File: src/rtl/hazard_ctrl_if.sv
// hazard_ctrl_if: pipeline-side signal bundle for the hazard controller.
//   Hazard inputs : id_ex_mem_read, id_ex_rt, if_id_rs, if_id_rt,
//                   if_id_uses_rt, branch_taken, mem_busy
//   Controls      : pc_write, if_id/id_ex/ex_mem enable+flush, mem_wb_flush
//   master modport: datapath side (drives hazard inputs, consumes controls)
//   slave modport : hazard_ctrl side
interface hazard_ctrl_if;
    logic       id_ex_mem_read;
    logic [4:0] id_ex_rt;
    logic [4:0] if_id_rs;
    logic [4:0] if_id_rt;
    logic       if_id_uses_rt;
    logic       branch_taken;
    logic       mem_busy;

    logic       pc_write;
    logic       if_id_enable;
    logic       if_id_flush;
    logic       id_ex_enable;
    logic       id_ex_flush;
    logic       ex_mem_enable;
    logic       ex_mem_flush;
    logic       mem_wb_flush;

    modport master (
        output id_ex_mem_read, id_ex_rt, if_id_rs, if_id_rt, if_id_uses_rt,
               branch_taken, mem_busy,
        input  pc_write, if_id_enable, if_id_flush, id_ex_enable, id_ex_flush,
               ex_mem_enable, ex_mem_flush, mem_wb_flush
    );

    modport slave (
        input  id_ex_mem_read, id_ex_rt, if_id_rs, if_id_rt, if_id_uses_rt,
               branch_taken, mem_busy,
        output pc_write, if_id_enable, if_id_flush, id_ex_enable, id_ex_flush,
               ex_mem_enable, ex_mem_flush, mem_wb_flush
    );
endinterface

File: src/rtl/hazard_ctrl.sv
// hazard_ctrl: stall/flush/enable decode for the 5-stage MIPS pipeline.
//   clk, reset  : rising-edge clock, asynchronous active-high reset
//   bus (slave) : hazard inputs in, PC / pipeline-register controls out
//   state       : action applied in the previous cycle (RUN/STALL/WAIT/FLUSH)
//   stall_count : saturating count of cycles with pc_write=0 (STALL or WAIT)
//   flush_count : saturating count of branch flush cycles
//   mem_timeout : sticky, set once mem_busy is held MAX_WAIT consecutive cycles
module hazard_ctrl #(
    parameter int CNT_W    = 16,
    parameter int MAX_WAIT = 15
) (
    input  logic             clk,
    input  logic             reset,
    hazard_ctrl_if.slave     bus,
    output logic [1:0]       state,
    output logic [CNT_W-1:0] stall_count,
    output logic [CNT_W-1:0] flush_count,
    output logic             mem_timeout
);

    localparam int WAIT_W = (MAX_WAIT < 2) ? 1 : $clog2(MAX_WAIT + 1);
    localparam logic [WAIT_W-1:0] WAIT_MAX = WAIT_W'(MAX_WAIT);

    typedef enum logic [1:0] {
        RUN   = 2'd0,
        STALL = 2'd1,
        WAIT  = 2'd2,
        FLUSH = 2'd3
    } action_t;

    action_t           action;
    action_t           state_q;
    logic              load_use;
    logic [WAIT_W-1:0] wait_cnt;
    logic [WAIT_W-1:0] wait_nxt;

    always_comb begin
        load_use = bus.id_ex_mem_read && (bus.id_ex_rt != '0) &&
                   ((bus.id_ex_rt == bus.if_id_rs) ||
                    (bus.if_id_uses_rt && (bus.id_ex_rt == bus.if_id_rt)));
    end

    // Action select and control decode; priority WAIT > FLUSH > STALL > RUN.
    always_comb begin
        action            = RUN;
        bus.pc_write      = 1'b1;
        bus.if_id_enable  = 1'b1;
        bus.if_id_flush   = 1'b0;
        bus.id_ex_enable  = 1'b1;
        bus.id_ex_flush   = 1'b0;
        bus.ex_mem_enable = 1'b1;
        bus.ex_mem_flush  = 1'b0;
        bus.mem_wb_flush  = 1'b0;

        if (bus.mem_busy)
            action = WAIT;
        else if (bus.branch_taken)
            action = FLUSH;
        else if (load_use)
            action = STALL;

        case (action)
            WAIT: begin
                // EX/MEM is frozen too, so a taken branch waits for memory.
                bus.pc_write      = 1'b0;
                bus.if_id_enable  = 1'b0;
                bus.id_ex_enable  = 1'b0;
                bus.ex_mem_enable = 1'b0;
                bus.mem_wb_flush  = 1'b1;
            end
            FLUSH: begin
                bus.if_id_flush  = 1'b1;
                bus.id_ex_flush  = 1'b1;
                bus.ex_mem_flush = 1'b1;
            end
            STALL: begin
                bus.pc_write     = 1'b0;
                bus.if_id_enable = 1'b0;
                bus.id_ex_flush  = 1'b1;
            end
            default: ;
        endcase

        // Reset holds the whole pipeline frozen and flushed.
        if (reset) begin
            bus.pc_write      = 1'b0;
            bus.if_id_enable  = 1'b0;
            bus.if_id_flush   = 1'b1;
            bus.id_ex_enable  = 1'b0;
            bus.id_ex_flush   = 1'b1;
            bus.ex_mem_enable = 1'b0;
            bus.ex_mem_flush  = 1'b1;
            bus.mem_wb_flush  = 1'b1;
        end
    end

    always_comb begin
        wait_nxt = '0;
        if (bus.mem_busy)
            wait_nxt = (wait_cnt == WAIT_MAX) ? wait_cnt : wait_cnt + WAIT_W'(1);
    end

    always_ff @(posedge clk or posedge reset) begin
        if (reset)
            state_q <= RUN;
        else
            state_q <= action;
    end

    always_ff @(posedge clk or posedge reset) begin
        if (reset) begin
            stall_count <= '0;
            flush_count <= '0;
            wait_cnt    <= '0;
            mem_timeout <= 1'b0;
        end else begin
            wait_cnt <= wait_nxt;
            if (bus.mem_busy && (wait_nxt == WAIT_MAX))
                mem_timeout <= 1'b1;
            if (((action == STALL) || (action == WAIT)) && (stall_count != '1))
                stall_count <= stall_count + CNT_W'(1);
            if ((action == FLUSH) && (flush_count != '1))
                flush_count <= flush_count + CNT_W'(1);
        end
    end

    assign state = state_q;

endmodule

File: src/flat_wrapper.sv
// flat-port wrapper written by rule: the top's interface ports become plain ports
module hazard_ctrl_flat 
#(
    parameter int CNT_W    = 16,
    parameter int MAX_WAIT = 15
)
  (clk, reset, state, stall_count, flush_count, mem_timeout, bus_id_ex_mem_read, bus_id_ex_rt, bus_if_id_rs, bus_if_id_rt, bus_if_id_uses_rt, bus_branch_taken, bus_mem_busy, bus_pc_write, bus_if_id_enable, bus_if_id_flush, bus_id_ex_enable, bus_id_ex_flush, bus_ex_mem_enable, bus_ex_mem_flush, bus_mem_wb_flush);
  hazard_ctrl_if bus_i ();
  input  logic clk;
  input  logic reset;
  output logic [1:0] state;
  output logic [CNT_W-1:0] stall_count;
  output logic [CNT_W-1:0] flush_count;
  output logic mem_timeout;
  input wire logic [$bits(bus_i.id_ex_mem_read)-1:0] bus_id_ex_mem_read;
  input wire logic [$bits(bus_i.id_ex_rt)-1:0] bus_id_ex_rt;
  input wire logic [$bits(bus_i.if_id_rs)-1:0] bus_if_id_rs;
  input wire logic [$bits(bus_i.if_id_rt)-1:0] bus_if_id_rt;
  input wire logic [$bits(bus_i.if_id_uses_rt)-1:0] bus_if_id_uses_rt;
  input wire logic [$bits(bus_i.branch_taken)-1:0] bus_branch_taken;
  input wire logic [$bits(bus_i.mem_busy)-1:0] bus_mem_busy;
  output wire logic [$bits(bus_i.pc_write)-1:0] bus_pc_write;
  output wire logic [$bits(bus_i.if_id_enable)-1:0] bus_if_id_enable;
  output wire logic [$bits(bus_i.if_id_flush)-1:0] bus_if_id_flush;
  output wire logic [$bits(bus_i.id_ex_enable)-1:0] bus_id_ex_enable;
  output wire logic [$bits(bus_i.id_ex_flush)-1:0] bus_id_ex_flush;
  output wire logic [$bits(bus_i.ex_mem_enable)-1:0] bus_ex_mem_enable;
  output wire logic [$bits(bus_i.ex_mem_flush)-1:0] bus_ex_mem_flush;
  output wire logic [$bits(bus_i.mem_wb_flush)-1:0] bus_mem_wb_flush;
  assign bus_i.id_ex_mem_read = bus_id_ex_mem_read;
  assign bus_i.id_ex_rt = bus_id_ex_rt;
  assign bus_i.if_id_rs = bus_if_id_rs;
  assign bus_i.if_id_rt = bus_if_id_rt;
  assign bus_i.if_id_uses_rt = bus_if_id_uses_rt;
  assign bus_i.branch_taken = bus_branch_taken;
  assign bus_i.mem_busy = bus_mem_busy;
  assign bus_pc_write = bus_i.pc_write;
  assign bus_if_id_enable = bus_i.if_id_enable;
  assign bus_if_id_flush = bus_i.if_id_flush;
  assign bus_id_ex_enable = bus_i.id_ex_enable;
  assign bus_id_ex_flush = bus_i.id_ex_flush;
  assign bus_ex_mem_enable = bus_i.ex_mem_enable;
  assign bus_ex_mem_flush = bus_i.ex_mem_flush;
  assign bus_mem_wb_flush = bus_i.mem_wb_flush;
  hazard_ctrl #(.CNT_W(CNT_W), .MAX_WAIT(MAX_WAIT)) u_core (.clk(clk), .reset(reset), .bus(bus_i), .state(state), .stall_count(stall_count), .flush_count(flush_count), .mem_timeout(mem_timeout));
endmodule
File: config.mk
export PLATFORM = sky130hd
export DESIGN_NAME = hazard_ctrl_flat
export DESIGN_NICKNAME = d
export VERILOG_FILES = /design/src/rtl/hazard_ctrl_if.sv /design/src/rtl/hazard_ctrl.sv /design/src/flat_wrapper.sv
export SDC_FILE = /design/constraint.sdc
export NUM_CORES = 1
export LEC_CHECK = 0
export BUFFER_PORTS_ARGS = -buffer_cell sky130_fd_sc_hd__buf_2
export CAP_MARGIN = 10
export CORE_ASPECT_RATIO = 0.8
export CORE_MARGIN = 5
export CORE_UTILIZATION = 50
export DETAILED_ROUTE_END_ITERATION = 7
export PLACE_DENSITY = 0.83
export REMOVE_ABC_BUFFERS = 1
export SETUP_SLACK_MARGIN = 0.5
export SLEW_MARGIN = 20
export SYNTH_ARGS = -nofsm -noshare
export SYNTH_HDL_FRONTEND = slang
export SYNTH_SLANG_ARGS = --single-unit
File: constraint.sdc
create_clock -name clk -period 2.6 [get_ports clk]
set_input_delay 0.52 -clock clk [delete_from_list [all_inputs] [get_ports clk]]
set_output_delay 0.52 -clock clk [all_outputs]
set_load 0.01 [all_outputs]
==> impl_metrics.env, run 1 <==
export IMPL_outcome="finished with violations"
export IMPL_violations="negative setup slack"
export IMPL_synth_warnings=0
export IMPL_crit_end="bus_if_id_enable"
export IMPL_register_area_um2=976
export IMPL_die_w_um=80.9
export IMPL_rrSetupSlack_ns=0.77
export IMPL_end_kind="primary output"
export IMPL_ys_flop_type="dfrtp_1"
export IMPL_grt_ovfl_total=0
export IMPL_die_height_um=66.7
export IMPL_ctsHtreeMaxLevel=2
export IMPL_path_depth=9
export IMPL_cts_sinks=39
export IMPL_timing_rr_end="u_core.stall_count[14]"
export IMPL_ys_types=35
export IMPL_insertion_delay_ns=0.30
export IMPL_crit_required_ns=2.08
export IMPL_routed_wl_um=4830
export IMPL_first_iter_violations=64
export IMPL_synth_top_area_cell="dfrtp_1"
export IMPL_maxCapViolations=0
export IMPL_critPathSlowestCell="o31a_1"
export IMPL_wl_per_cell_um=14.8
export IMPL_final_hold_viol_count=0
export IMPL_synth_cells=191
export IMPL_synth_area_mm2=0.00201
export IMPL_pre_cts_slack_ns=-0.354
export IMPL_drcViolationCount=0
export IMPL_synth_seq_cells=39
export IMPL_critPathTopFamily="compound AO/OA/AOI/OAI gates"
export IMPL_final_setup_worst_slack_ns=-0.0469
export IMPL_vias=1706
export IMPL_drive_gt1_share_pct=39.5
export IMPL_cp_start_kind="input pin"
export IMPL_max_freq_mhz=378
export IMPL_synth_async_reset_ratio_pct=100
export IMPL_ant_nets=0
export IMPL_insertedDiodeCount=0
export IMPL_r2r_start="u_core.stall_count[12]"
export IMPL_core_area_mm2=0.00383
export IMPL_worstRegToRegCells=5
export IMPL_yosysTopAreaCellShare_pct=48.6
export IMPL_ys_top_cells_by_area="dfrtp_1 49%, xnor2_1 11%, xor2_1 5.7%"
export IMPL_cts_max_path_buffers=2
export IMPL_synth_edf_count=0
export IMPL_grt_max_degree=40
export IMPL_cpMostUsedCell="buf_6"
export IMPL_hold_class="input pin to asynchronous set/reset pin"
export IMPL_multi_input_area_mm2=0.00110
export IMPL_power_density_mw_per_mm2=672
export IMPL_slew_violations=0
export IMPL_max_slew_margin_pct=67.9
export IMPL_fin_crit_sh_pct=102
export IMPL_fin_crit_ns=2.65
export IMPL_rsz0062_at_grt="true"
export IMPL_fin_skew_ns=0.00423
export IMPL_grt_pass1_wl_um=7310
export IMPL_hpwl_um=3370
export IMPL_max_stage_delay_ns=0.33
export IMPL_antenna_found_initial=0
export IMPL_placementRows=20
export IMPL_cts_tree="built"
export IMPL_critPathKind="input pin to primary output"
export IMPL_root_buffer="clkbuf_8"
export IMPL_fin_nets=297
export IMPL_cp_arrival_ns=2.13
export IMPL_dieArea_mm2=0.00539
export IMPL_area_growth_pct=35.5
export IMPL_vdd_ir_drop_max_uv=477
export IMPL_fin_area_mm2=0.00272
export IMPL_first_pass_iters=4
export IMPL_ios=64
export IMPL_path_cells="buf_6, xor2_1, nor4_2, a31oi_2, o31a_1, ha_4, inv_4, nor2_4, buf_6"
export IMPL_placed_area_mm2=0.00243
export IMPL_path_clk_slew_ns=0.07
export IMPL_grt_pass1_vias=1636
export IMPL_numCtsBuffers=5
export IMPL_gp_congestion=0.846
export IMPL_initial_utilization_pct=52.5
export IMPL_ys_seq_area_share_pct=48.6
export IMPL_p_leak_uw=0.00130
export IMPL_final_fill_count=282
export IMPL_io_buffers=63
export IMPL_setup_viol=5
export IMPL_syn_avg_cell_area_um2=10.5
export IMPL_startpoint="bus_if_id_rt[3]"
export IMPL_track_usage_pct=18.0
export IMPL_worst_slew_pin_slew_ns=0.481
export IMPL_crit_buf_inv=3
export IMPL_vias_per_cell=5.23
export IMPL_critPathMaxFanout=3
==> per-layer routing <==
layer	routed length, um	track usage [%]	up-vias
met5	0	0	-
met1	2180	24.2	815
met3	292	6.89	4
met2	2320	26.9	52
li1	-	-	835
met4	41	5.49	0
==> final cells by class <==
type | instances | share of cell area [%]
clock buffers | 6 | 3.03
well taps | 55 | 2.53
repair buffers | 77 | 17.1
inverters | 7 | 1.06
multi-input cells | 141 | 40.3
clock inverters | 1 | 0.184
flip-flops and latches | 39 | 35.9
==> cells in the mapped netlist, types with 2 or more instances <==
| cell | number |
|---|---|
| a211oi_1 | 3 |
| a31oi_1 | 4 |
| nand4_1 | 9 |
| dfrtp_1 | 39 |
| and3_1 | 4 |
| nand2b_1 | 2 |
| nor2_1 | 12 |
| nor3_1 | 5 |
| o21ai_0 | 3 |
| inv_1 | 7 |
| a21oi_1 | 2 |
| ha_1 | 5 |
| nand3_1 | 18 |
| mux2_2 | 2 |
| nand2_1 | 14 |
| buf_4 | 3 |
| nor2b_1 | 2 |
| and4_1 | 4 |
| xnor2_1 | 25 |
| xor2_1 | 13 |
==> placed cells by master (no fill, tap or decap), types with 2 or more instances in the layout <==
| cell type | count |
|---|---|
| a211oi_1 | 2 |
| a31oi_1 | 2 |
| a31oi_2 | 2 |
| and3_1 | 4 |
| and4_1 | 4 |
| buf_2 | 56 |
| buf_4 | 14 |
| buf_6 | 7 |
| clkbuf_8 | 6 |
| dfrtp_1 | 39 |
| ha_1 | 3 |
| inv_1 | 6 |
| mux2_2 | 2 |
| nand2_1 | 14 |
| nand2b_1 | 2 |
| nand3_1 | 18 |
| nand4_1 | 9 |
| nor2_1 | 10 |
| nor2_4 | 2 |
| nor3_1 | 4 |
| o21ai_0 | 2 |
| xnor2_1 | 25 |
| xor2_1 | 11 |
| xor2_2 | 2 |
==> tightest hold or removal path, stage by stage <==
cell and delay, ns:
buf_2 0.14, inv_1 0.07, buf_4 0.42
==> state kept, by name, summed over array words and instances (netlist names) <==
register	count
u_core.flush_count	16
u_core.mem_timeout	1
u_core.stall_count	16
u_core.state	2
u_core.wait_cnt	4
==> worst min path at each step <==
stage                             startpoint                endpoint  depth (start not counted)
after floorplan           u_core.mem_timeout      u_core.mem_timeout                          1
after global placement    u_core.mem_timeout      u_core.mem_timeout                          1
after detailed placement  u_core.mem_timeout      u_core.mem_timeout                          1
after CTS                              reset   u_core.flush_count[9]                          3
after global routing                   reset  u_core.flush_count[15]                          3
final                                  reset      u_core.mem_timeout                          3
==> power breakdown <==
group	internal, uW	total, uW	switching, uW
Combinational	266	541	274
Sequential	715	872	157
Clock	208	415	207
==> through the flow <==
| stage | TNS [ns] | util, % | std cells | hold WS, ns | power (uW) |
|---|---|---|---|---|---|
| 5_1_grt | -0.836 | 71.1 | 326 | 0.480 | 1940 |
| 4_1_cts | -0.187 | 68.8 | 325 | 0.396 | 1810 |
| 3_3_place_gp | -2.44 | 63.6 | 315 | 0.450 | 1350 |
| 2_1_floorplan | -0.102 | - | 187 | 0.503 | 1130 |
| 6_report | -0.156 | 71.1 | 326 | 0.415 | 1830 |
| 3_5_place_dp | -3.45 | 63.6 | 315 | 0.450 | 1380 |
==> repair_timing <==
item,CTS,global route
resized for setup,19,15
setup endpoints to repair,22,22
pin swaps,12,13
hold buffers,0,0
setup buffers,3,1
==> logic make-up (layout without fill, tap and decap cells) <==
| logic type | Yosys count | in the layout | share of synthesized area (%) |
|---|---|---|---|
| XOR/XNOR | 38 | 38 | 16.6 |
| AO/OA/AOI/OAI | 19 | 19 | 7.10 |
| buffers and inverters | 11 | 91 | 2.99 |
| AND/OR/NAND/NOR | 76 | 76 | 20.0 |
| adder cells (fa/ha/maj) | 5 | 5 | 3.12 |
| flip-flops | 39 | 39 | 48.6 |
| multiplexers | 3 | 3 | 1.62 |
Note: power is estimated with default switching activity, not from simulation.
==> inputs of run 2 (changes only) <==
--- a/config.mk
+++ b/config.mk
@@ -11,7 +11,7 @@
 export CORE_MARGIN = 5
 export CORE_UTILIZATION = 50
 export DETAILED_ROUTE_END_ITERATION = 7
-export PLACE_DENSITY = 0.83
+export PLACE_DENSITY = 0.9
 export REMOVE_ABC_BUFFERS = 1
 export SETUP_SLACK_MARGIN = 0.5
 export SLEW_MARGIN = 20
==> run 2 against run 1 <==
Compared with the run above:
- the flow still finishes with violations (negative setup slack)
- power rose by 12%
- core utilization increased by 5.9 points
- sequential power up 2.5%
- register-to-register slack worse by 0.15 ns
- clock-buffer cell count shrank 1
- via count increased by 3.9%
- combinational power increased by 23%
- sequential cell count unchanged
- critical path depth unchanged
- non-clock buffer count up 1
- clock power rose by 19%
- setup slack improved by 0.0090 ns
- largest cell class unchanged
==> impl_metrics.env, run 2 (same netlist as run 1, synthesis figures left out) <==
export IMPL_outcome="finished with violations"
export IMPL_violations="negative setup slack"
export IMPL_pwr_share_comb_pct=32.5
export IMPL_max_stage_delay_ns=0.32
export IMPL_reg_top3="u_core.flush_count (16), u_core.stall_count (16), u_core.wait_cnt (4)"
export IMPL_hold_class="input pin to asynchronous set/reset pin"
export IMPL_fin_crit_sh_pct=101
export IMPL_cts_max_path_buffers=2
export IMPL_worstRegToRegCells=6
export IMPL_grt_pass1_wl_um=8380
export IMPL_drive_gt1_share_pct=46.0
export IMPL_wl_per_cell_um=17.7
export IMPL_end_kind="primary output"
export IMPL_rrSetupSlack_ns=0.62
export IMPL_final_cell_mix="52 x buf_2, 39 x dfrtp_1, 22 x buf_6"
export IMPL_first_pass_iters=4
export IMPL_placementRows=20
export IMPL_post_route_util_pct=77.0
export IMPL_worst_slew_pin_slew_ns=0.494
export IMPL_vias=1772
export IMPL_grt_ovfl_total=0
export IMPL_cts_tree="built"
export IMPL_p_int_uw=1330
export IMPL_hpwl_um=3310
export IMPL_rsz0062_at_grt="true"
export IMPL_cts_hold_buf=0
export IMPL_max_slew_margin_pct=67.0
export IMPL_path_cells="buf_4, xor2_1, nor4_2, a31oi_1, o31a_1, ha_4, inv_4, nor2_4, buf_6"
export IMPL_max_freq_mhz=379
export IMPL_first_iter_violations=97
export IMPL_p_leak_uw=0.00141
export IMPL_cts_sinks=39
export IMPL_crit_buf_inv=3
export IMPL_critPathTopFamily="compound AO/OA/AOI/OAI gates"
export IMPL_slew_violations=0
export IMPL_drcViolationCount=0
export IMPL_path_clk_slew_ns=0.08
export IMPL_grt_max_degree=40
export IMPL_p_seq_share_pct=43.5
export IMPL_pre_cts_slack_ns=-0.297
export IMPL_setup_viol=3
export IMPL_vias_per_cell=5.42
export IMPL_critPathMaxFanout=3
export IMPL_critPathSlowestCell="ha_4"
export IMPL_timing_rr_end="u_core.stall_count[13]"
export IMPL_ctsHtreeMaxLevel=2
export IMPL_power_switching_uw=722
export IMPL_insertedDiodeCount=0
export IMPL_fin_skew_ns=0.00601
export IMPL_final_hold_viol_count=0
export IMPL_initial_utilization_pct=52.5
export IMPL_gp_congestion=0.848
export IMPL_grt_pass1_vias=1760
export IMPL_ant_nets=0
export IMPL_power_density_mw_per_mm2=697
export IMPL_antenna_found_initial=0
export IMPL_final_common_cell="buf_2"
export IMPL_maxCapViolations=0
export IMPL_routed_wl_um=5780
export IMPL_io_buffers=63
export IMPL_pwr_share_clk_pct=24.0
export IMPL_root_buffer="clkbuf_8"
export IMPL_core_area_mm2=0.00383
export IMPL_fin_nets=298
export IMPL_vdd_ir_drop_max_uv=550
export IMPL_final_fill_count=260
export IMPL_crit_required_ns=2.08
export IMPL_dieArea_mm2=0.00539
export IMPL_r2r_start="u_core.stall_count[10]"
export IMPL_final_setup_worst_slack_ns=-0.0379
export IMPL_track_usage_pct=20.4
export IMPL_fin_crit_ns=2.64
export IMPL_cp_start_kind="input pin"
export IMPL_ios=64
export IMPL_critPathKind="input pin to primary output"
export IMPL_area_growth_pct=46.7
export IMPL_die_height_um=66.7
export IMPL_numCtsBuffers=5
export IMPL_cp_arrival_ns=2.12
export IMPL_insertion_delay_ns=0.29
export IMPL_swShare_pct=35.2
export IMPL_die_w_um=80.9
-- run 2: changes by cell type in the layout (fill, tap and decap cells not counted), sizes merged --
cell	previous run	this run
clkbuf	6	5
buf	77	78
clkinv	1	0
clkinvlp	0	1
bufinv	0	1
-- run 2: worst max-delay path by stage --
stage	from	to	slack, ns	cells past startpoint
after floorplan	bus_id_ex_rt[3]	u_core.stall_count[14]	-0.06	10
after global placement	bus_id_ex_rt[0]	u_core.stall_count[14]	-0.20	10
after detailed placement	bus_id_ex_rt[3]	u_core.stall_count[14]	-0.30	11
after CTS	bus_id_ex_rt[3]	bus_id_ex_flush	-0.08	7
after global routing	bus_id_ex_rt[4]	bus_pc_write	-0.14	9
final	bus_id_ex_rt[4]	bus_pc_write	-0.04	9
-- run 2: cell type report --
class	instances	area [um2]	share of cell area, %
Clock buffer	5	68.8	2.34
Timing Repair Buffer	78	538	18.3
Sequential cell	39	976	33.1
Clock inverter	2	37.5	1.27
Inverter	7	28.8	0.977
Tap cell	55	68.8	2.34
Multi-Input combinational cell	141	1230	41.7
-- run 2: worst min-delay path, stage by stage --
cell   delay [ns]
buf_2        0.15
inv_1        0.08
buf_4        0.43
-- run 2: routing by layer --
layer	track usage (%)	share of wire (%)
met1	25.6	41
met2	35.3	51
met3	5.41	6.6
met4	4.22	1.4
met5	0	0
-- run 2: what timing repair did --
item                       4_1_cts  5_1_grt
cloned                           0        0
setup endpoints to repair       22       22
gates resized for setup         50       25
pin swaps                       26       13
buffers inserted                 3        3
-- run 2: through the flow --
| step | TNS (ns) | area [um2] | std cells | total power, uW | hold slack, ns |
|---|---|---|---|---|---|
| floorplan | -0.102 | 1970 | 187 | 1130 | 0.503 |
| global placement | -2.24 | 2430 | 314 | 1350 | 0.447 |
| detailed placement | -3.03 | 2430 | 314 | 1370 | 0.456 |
| CTS | -0.0763 | 2800 | 324 | 1940 | 0.455 |
| global route | -0.540 | 2950 | 327 | 2170 | 0.479 |
| finish | -0.0892 | 2950 | 327 | 2050 | 0.445 |
-- run 2: power by group through the flow --
stage	registers (uW)	logic (uW)	clock network [uW]
finish	894	668	493
global route	914	722	532
CTS	871	582	490
detailed placement	873	493	0
global placement	868	483	0
floorplan	898	233	0
